==> config.mk <==
export PLATFORM = sky130hd
export DESIGN_NAME = fifo_serializer
export DESIGN_NICKNAME = d
export VERILOG_FILES = /design/src/rtl/fifo_serializer.sv
export SDC_FILE = /design/constraint.sdc
export NUM_CORES = 1
export LEC_CHECK = 0
export ABC_AREA = 1
export CAP_MARGIN = 20
export CORE_ASPECT_RATIO = 1.2
export CORE_MARGIN = 5
export CORE_UTILIZATION = 53
export DETAILED_ROUTE_END_ITERATION = 6
export MAX_ROUTING_LAYER = met4
export PLACE_DENSITY = 0.85
export SLEW_MARGIN = 10
export SYNTH_ARGS = -nofsm -noshare
export SYNTH_HDL_FRONTEND = slang
export SYNTH_SLANG_ARGS = --single-unit
==> constraint.sdc <==
create_clock -name clk -period 2.75 [get_ports clk]
set_input_delay 0.55 -clock clk [delete_from_list [all_inputs] [get_ports clk]]
set_output_delay 0.55 -clock clk [all_outputs]
set_load 0.01 [all_outputs]
==> src/rtl/fifo_serializer.sv <==
// fifo_serializer: pops wide words from a same-clock FIFO and streams them out
// as OUT_WIDTH-bit chunks, least-significant chunk first, over valid/ready.
// A burst of `len` words is launched by `start`; `done` pulses once after the
// final chunk of the burst is accepted. `abort` drops the burst without `done`.
module fifo_serializer #(
  parameter int OUT_WIDTH = 16,
  parameter int RATIO_LOG = 2,
  parameter int CNT_WIDTH = 10,
  localparam int IN_WIDTH = OUT_WIDTH << RATIO_LOG,
  localparam int RATIO    = 1 << RATIO_LOG
) (
  input  logic                 clk,
  input  logic                 rst_n,
  input  logic                 start,
  input  logic                 abort,
  input  logic [CNT_WIDTH-1:0] len,
  input  logic                 fifo_nempty,
  input  logic [IN_WIDTH-1:0]  fifo_data,
  output logic                 fifo_re,
  output logic [OUT_WIDTH-1:0] dout,
  output logic                 dout_valid,
  input  logic                 dout_ready,
  output logic                 dout_last,
  output logic                 busy,
  output logic                 done
);

  localparam logic [RATIO_LOG-1:0] SUB_LAST = {RATIO_LOG{1'b1}};

  typedef enum logic [0:0] {
    ST_IDLE = 1'b0,
    ST_BUSY = 1'b1
  } state_t;

  state_t                 state_reg, state_next;
  logic [CNT_WIDTH-1:0]   fetch_left_reg, fetch_left_next;
  logic                   have_reg, have_next;
  logic [RATIO_LOG-1:0]   sub_reg, sub_next;
  logic [IN_WIDTH-1:0]    sr_reg, sr_next;
  logic                   done_reg, done_next;

  logic                   hs;
  logic                   sub_at_last;
  logic [OUT_WIDTH-1:0]   chunk [RATIO];

  // Slice the shift register into its output chunks; chunk 0 is the LSBs.
  generate
    for (genvar gi = 0; gi < RATIO; gi++) begin : g_chunk
      assign chunk[gi] = sr_reg[gi*OUT_WIDTH +: OUT_WIDTH];
    end
  endgenerate

  // State register: every register clears asynchronously on rst_n low.
  always_ff @(posedge clk or negedge rst_n) begin
    if (!rst_n) begin
      state_reg      <= ST_IDLE;
      fetch_left_reg <= '0;
      have_reg       <= 1'b0;
      sub_reg        <= '0;
      sr_reg         <= '0;
      done_reg       <= 1'b0;
    end else begin
      state_reg      <= state_next;
      fetch_left_reg <= fetch_left_next;
      have_reg       <= have_next;
      sub_reg        <= sub_next;
      sr_reg         <= sr_next;
      done_reg       <= done_next;
    end
  end

  // Next-state logic: burst launch, word pops, chunk stepping, completion, abort.
  always_comb begin
    state_next      = state_reg;
    fetch_left_next = fetch_left_reg;
    have_next       = have_reg;
    sub_next        = sub_reg;
    sr_next         = sr_reg;
    done_next       = 1'b0;
    case (state_reg)
      ST_IDLE: begin
        // abort in the same cycle cancels the command entirely (no done either)
        if (start && !abort) begin
          if (len != '0) begin
            state_next      = ST_BUSY;
            fetch_left_next = len;
            have_next       = 1'b0;
            sub_next        = '0;
          end else begin
            done_next = 1'b1;
          end
        end
      end
      ST_BUSY: begin
        if (abort) begin
          state_next      = ST_IDLE;
          have_next       = 1'b0;
          fetch_left_next = '0;
          sub_next        = '0;
        end else begin
          // A pop on the last-chunk handshake reloads the register in place,
          // which is what keeps consecutive words bubble-free.
          if (fifo_re) begin
            sr_next         = fifo_data;
            have_next       = 1'b1;
            sub_next        = '0;
            fetch_left_next = fetch_left_reg - 1'b1;
          end else if (hs) begin
            sub_next = sub_reg + 1'b1;
            if (sub_at_last) begin
              have_next = 1'b0;
            end
          end
          // dout_last implies fetch_left==0, so no pop can collide with this
          if (hs && dout_last) begin
            state_next = ST_IDLE;
            have_next  = 1'b0;
            done_next  = 1'b1;
          end
        end
      end
      default: begin
        state_next = ST_IDLE;
      end
    endcase
  end

  // Output logic: stream signals and the combinational FIFO pop strobe.
  always_comb begin
    busy        = (state_reg == ST_BUSY);
    sub_at_last = (sub_reg == SUB_LAST);
    dout_valid  = have_reg;
    hs          = have_reg & dout_ready;
    dout_last   = have_reg & (fetch_left_reg == '0) & sub_at_last;
    dout        = have_reg ? chunk[sub_reg] : '0;
    done        = done_reg;
    fifo_re     = busy & fifo_nempty & (fetch_left_reg != '0) &
                  (!have_reg | (hs & sub_at_last));
  end

endmodule

==> impl_metrics.csv, run 1 <==
group,metric,value,unit
outcome,outcome,"finished clean",
synthesis,yosysSeqAreaShare,48.8,%
floorplanning,die_w,89.8,um
setup_path,required,2.20,ns
final_layout,nets,710,
detailed_routing,via_per_inst,5.31,
final_layout,final_core_util,69.5,%
detailed_routing,routed_wl,10100,um
global_routing,grt_pass1_wl,16700,um
synthesis,syn_avg_cell_area,7.60,um2
detailed_routing,m1WireLength,4250,um
detailed_routing,routed-wl-met2,4910,um
clock_tree,cts_buffers,9,
floorplanning,pin_count,101,
floorplanning,dieArea,9500,um2
setup_path,path_cells,"buf_4 > a21oi_1 > o21ai_0 > a21oi_1 > clkdlybuf4s50_1",
timing,skew,0.00738,ns
synthesis,ys_warn_count,0,
global_routing,antenna_found_initial,0,
placed_design,hpwlAfterDp,7400,um
timing,relSlewSlack,54.3,%
detailed_routing,ant_nets,0,
setup_path,crit_top_cell,"a21oi_1",
setup_path,cp-start-kind,"flip-flop",
power_and_ir_drop,vdd_drop_max,0.354,mV
clock_tree,htreeDepth,3,
timing,min_period_over_period,96.4,%
detailed_routing,post-route-drc-count,0,
placed_design,port_buffers,100,
timing,tightest_slew,0.685,ns
detailed_routing,wl_per_cell,14.1,um
final_layout,diodes,0,
synthesis,yosysUniqueCellTypes,23,
timing,finalCriticalPeriod,2.65,ns
setup_path,worstPathMaxFanout,32,
clock_tree,clkLatencyLatePin,0.34,ns
hold_path,holdCritPathClass,"in -> async",
floorplanning,initial_core_util,53.5,%
setup_path,cpPeakStageDelay,0.57,ns
setup_path,critPathKind,"reg -> out",
timing,setup-violations-final,0,
floorplanning,die_y,106,um
detailed_routing,met3_length,682,um
timing,slew_violations,0,
job,cap_viol_max_count,0,
final_layout,largest_reg_flops,64,
setup_path,endpoint_kind,"primary output",
global_routing,grt_remaining_overflow,0,
detailed_routing,drt_iter0_drc,332,
timing,max_freq,377,MHz
final_layout,instances_no_fill,722,
floorplanning,core,7580,um2
clock_tree,cts_tree,"built",
final_layout,area_growth,29.9,%
timing,fin_setup_tns,0,ns
placed_design,dp_cells,706,
clock_tree,cts_sinks,79,
synthesis,synth_cells,533,
detailed_routing,routed.top_layer,"met4",
setup_path,cp.arrival,2.10,ns
timing,final-hold-violation-count,0,
synthesis,synth-seq-cells,79,
clock_tree,cts_hold_buf,0,
detailed_routing,first_pass_iters,5,
global_routing,grt_pass1_vias,3701,
synthesis,syn-num-nets,616,
clock_tree,root_buffer,"clkbuf_8",
final_layout,nFillCells,619,
floorplanning,row_count,35,
setup_path,worst_path_max_delay_cell,"clkdlybuf4s50_1",
clock_tree,clk_pin_slew_worst_paths,0.07,ns
detailed_routing,vias,3833,
clock_tree,clk_path_buf_depth,2,
power_and_ir_drop,pwr_density_cell,651,nW/um2
placed_design,gp_congestion,0.915,
timing,rsz0062_at_grt,"false",
final_layout,drive_gt1_share,8.25,%
synthesis,syn_area,4050,um2
power_and_ir_drop,leakagePower,2.52,nW
global_routing,grt_use_total,22.0,%
global_routing,grt_max_degree,63,
[area by class of cell]
class | instances | area, um2 | share of cell area, %
Clock inverter | 2 | 10.0 | 0.190
Sequential cell | 79 | 1980 | 37.6
Multi-Input combinational cell | 373 | 1710 | 32.6
Tap cell | 92 | 115 | 2.19
Timing Repair Buffer | 109 | 1100 | 20.9
Inverter | 55 | 210 | 3.99
Clock buffer | 12 | 135 | 2.57
[layer usage]
| layer | up-vias | track usage [%] |
|---|---|---|
| met2 | 172 | 34.4 |
| met1 | 1770 | 27.4 |
| met5 | - | - |
| met4 | 0 | 10.9 |
| li1 | 1864 | - |
| met3 | 27 | 3.93 |
[power by group]
group | switching (mW) | internal, mW | total, mW
registers | 0.176 | 1.55 | 1.73
logic | 0.583 | 0.422 | 1.00
clock network | 0.376 | 0.316 | 0.692
[worst max-delay path: cells and delay by family, from the launching register on]
kind | cells | cell delay (ns)
buffers and inverters | 2 | 0.81
AOI/OAI and AO/OA | 3 | 0.51
DFF | 1 | 0.42
[logic make-up (layout without fill, tap and decap cells)]
kind of cell | count (synthesis) | after routing | share of synthesized area, %
simple gates | 245 | 245 | 24.8
buf+inv | 81 | 178 | 8.89
xor+xnor | 1 | 1 | 0.216
fa+ha+maj | 3 | 3 | 0.927
flops | 79 | 79 | 48.8
compound gates | 124 | 124 | 16.3
[cell usage after synthesis, drive strengths merged]
master,number,share of area [%]
nand2,204,20
dfrtp,79,49
o21ai,72,9.8
inv,55,5.1
a21oi,50,6.2
nor2,23,2.8
nand3,14,1.7
buf,13,2.6
clkbuf,13,1.2
ha,3,0.93
nand4,2,0.31
nor3,2,0.25
a22oi,1,0.19
o22ai,1,0.15
xor2,1,0.22
[worst paths after layout]
| path | from | end | slack (ns) | depth (start not counted) |
|---|---|---|---|---|
| hold reg to reg | sr_reg[58] | sr_reg[58] | 0.47 | 2 |
| setup / recovery | sub_reg[0] | dout[9] | 0.1 | 5 |
| setup reg to reg | dout_valid | sr_reg[29] | 0.86 | 8 |
| max in group asynchronous | rst_n | sr_reg[46] | 1.91 | 2 |
| hold / removal | rst_n | sr_reg[24] | 0.24 | 1 |
| min in group clk | sr_reg[58] | sr_reg[58] | 0.47 | 2 |
[layout by cell type (no fill, tap or decap), types with 3 or more instances in the layout]
cell type          n
clkbuf_1           3
nand3_1           14
inv_1             50
o21ai_2           10
nor2_1            18
a21oi_1           50
clkdlybuf4s50_1   97
buf_4              7
nor2_2             4
o21ai_0           62
inv_2              4
nand2_1          194
dfrtp_1           78
nand2_2            8
clkbuf_8           9
ha_1               3
[stage by stage]
| stage | hold slack [ns] | power [mW] | cell area (um2) | setup slack [ns] |
|---|---|---|---|---|
| after floorplan | 0.254 | 2.34 | 4050 | 0.930 |
| after global placement | 0.448 | 2.68 | 5090 | 0.230 |
| after detailed placement | 0.453 | 2.73 | 5090 | 0.215 |
| after CTS | 0.273 | 3.44 | 5250 | 0.0665 |
| after global routing | 0.298 | 3.66 | 5260 | 0.00376 |
| final | 0.238 | 3.42 | 5260 | 0.0976 |
[repair_timing]
action / 4_1_cts / 5_1_grt
buffers inserted: 1 / 1
endpoints found under the setup margin: 14 / 8
pin swaps: 0 / 1
resized for setup: 2 / 3
(Power assumes the default switching activity.)
==> inputs of run 2 (changes only) <==
Settings changed: CTS_CLUSTER_SIZE set to 28.
==> results of run 2 <==
Same layout as run 1: the final DEF is identical, and so are final timing and power.
==> inputs of run 3 (changes only) <==
Settings changed: SETUP_SLACK_MARGIN set to 0.2.
==> impl_metrics.csv, run 3 (same netlist as run 1, synthesis figures left out) <==
group,metric,value,unit
detailed_routing,via_per_inst,5.30,
setup_path,critPathKind,"in -> out",
placed_design,port_buffers,100,
hold_path,holdCritPathClass,"in -> async",
clock_tree,cts_tree,"built",
timing,finalCriticalPeriod,2.47,ns
setup_path,cpPeakStageDelay,0.52,ns
timing,skew,0.00758,ns
detailed_routing,wl_per_cell,14.1,um
placed_design,gp_congestion,0.915,
power_and_ir_drop,pwr_density_cell,649,nW/um2
detailed_routing,first_pass_iters,5,
setup_path,rr_endpoint,"sr_reg[62]",
setup_path,rr_worst_depth,8,
setup_path,worstPathMaxFanout,3,
final_layout,area_growth,30.2,%
detailed_routing,post-route-drc-count,0,
setup_path,r2r-start,"sub_reg[1]",
clock_tree,cts_hold_buf,0,
floorplanning,dieArea,9500,um2
floorplanning,initial_core_util,53.5,%
detailed_routing,vias,3833,
detailed_routing,routed_wl,10200,um
setup_path,crit_top_cell,"clkdlybuf4s50_1",
timing,max_freq,404,MHz
clock_tree,root_buffer,"clkbuf_8",
global_routing,grt_pass1_wl,16900,um
job,cap_viol_max_count,0,
timing,min_period_over_period,90.0,%
clock_tree,clkLatencyLatePin,0.34,ns
floorplanning,row_count,35,
setup_path,path_delay_family,"buffers and inverters",
global_routing,grt_max_degree,63,
setup_path,timing.critical_path.to,"fifo_re",
timing,final-hold-violation-count,0,
global_routing,grt_use_total,22.3,%
floorplanning,core,7580,um2
setup_path,path_buf_inv,3,
setup_path,path_depth,6,
timing,fin_setup_tns,0,ns
clock_tree,clk_path_buf_depth,2,
global_routing,grt_pass1_vias,3738,
setup_path,crit_start,"dout_ready",
clock_tree,cts_sinks,79,
floorplanning,die_w,89.8,um
power_and_ir_drop,leakagePower,2.64,nW
floorplanning,die_y,106,um
timing,tightest_slew,0.684,ns
timing,setup-violations-final,0,
clock_tree,htreeDepth,3,
floorplanning,pin_count,101,
power_and_ir_drop,vdd_drop_max,0.348,mV
setup_path,path_cells,"clkdlybuf4s50_1 > a21oi_1 > nor2_2 > nand2_4 > inv_1 > clkdlybuf4s50_1",
final_layout,layout_commonest_cell,"nand2_1",
final_layout,final_cell_mix,"nand2_1, clkdlybuf4s50_1, dfrtp_1",
timing,whs,0.235,ns
setup_path,cp-start-kind,"input port",
outcome,outcome,"finished clean",
global_routing,antenna_found_initial,0,
final_layout,diodes,0,
global_routing,grt_remaining_overflow,0,
final_layout,drive_gt1_share,8.72,%
clock_tree,clk_pin_slew_worst_paths,0.08,ns
timing,relSlewSlack,54.4,%
setup_path,endpoint_kind,"primary output",
final_layout,nets,711,
detailed_routing,drt_iter0_drc,280,
setup_path,cp.arrival,1.92,ns
detailed_routing,ant_nets,0,
timing,rsz0062_at_grt,"false",
setup_path,worst_path_max_delay_cell,"clkdlybuf4s50_1",
final_layout,largest_reg_flops,64,
setup_path,required,2.20,ns
timing,slew_violations,0,
clock_tree,cts_buffers,9,
setup_path,rrSetupSlack,0.92,ns
placed_design,hpwlAfterDp,7400,um
[run 3: cell types whose count changed in the layout (fill, tap and decap cells not counted), sizes merged]
cell           delta
dlygate4sd2      +12
buf               +1
clkdlybuf4s50    -15
dlymetal6s2s      +3
[run 3: layout make-up]
type                            instances  area [um2]
Clock buffer                           12         135
Clock inverter                          2        10.0
Fill cell                             626        2300
Inverter                               55         215
Multi-Input combinational cell        373        1720
Sequential cell                        79        1980
Tap cell                               92         115
Timing Repair Buffer                  110        1100
[run 3: through the flow]
step	worst slack (ns)	instances	utilization (%)	total power, mW	cell area, um2
final	0.275	723	69.6	3.42	5270
after global routing	0.211	723	69.6	3.65	5270
after CTS	0.209	723	69.4	3.42	5260
after detailed placement	0.215	706	67.2	2.73	5090
after global placement	0.230	706	67.2	2.68	5090
after floorplan	0.930	533	-	2.34	4050
[run 3: power by group]
part / switching, mW / internal [mW]
combinational: 0.581 / 0.410
clock: 0.382 / 0.316
sequential: 0.179 / 1.55
[run 3: metal layers]
layer  up-vias  global-route usage [%]  wire length [um]
met5         -                       -                 0
li1       1867                       -                 -
met2       167                    34.9              4950
met1      1773                    28.0              4210
met4         0                    11.1               325
met3        26                    3.71               695
[run 3: worst min-delay path by stage]
stage	start	end	slack (ns)	cells past startpoint
5_1_grt	rst_n	sr_reg[24]	0.30	1
4_1_cts	rst_n	sr_reg[24]	0.27	1
3_5_place_dp	sr_reg[63]	sr_reg[63]	0.45	2
3_3_place_gp	sr_reg[54]	sr_reg[54]	0.45	2
6_report	rst_n	sr_reg[24]	0.24	1
2_1_floorplan	rst_n	busy	0.25	0
[run 3: repair_timing]
item	in CTS	in global routing
buffers inserted	3	0
pin swaps	1	0
gates resized for setup	17	8
setup endpoints to repair	17	6
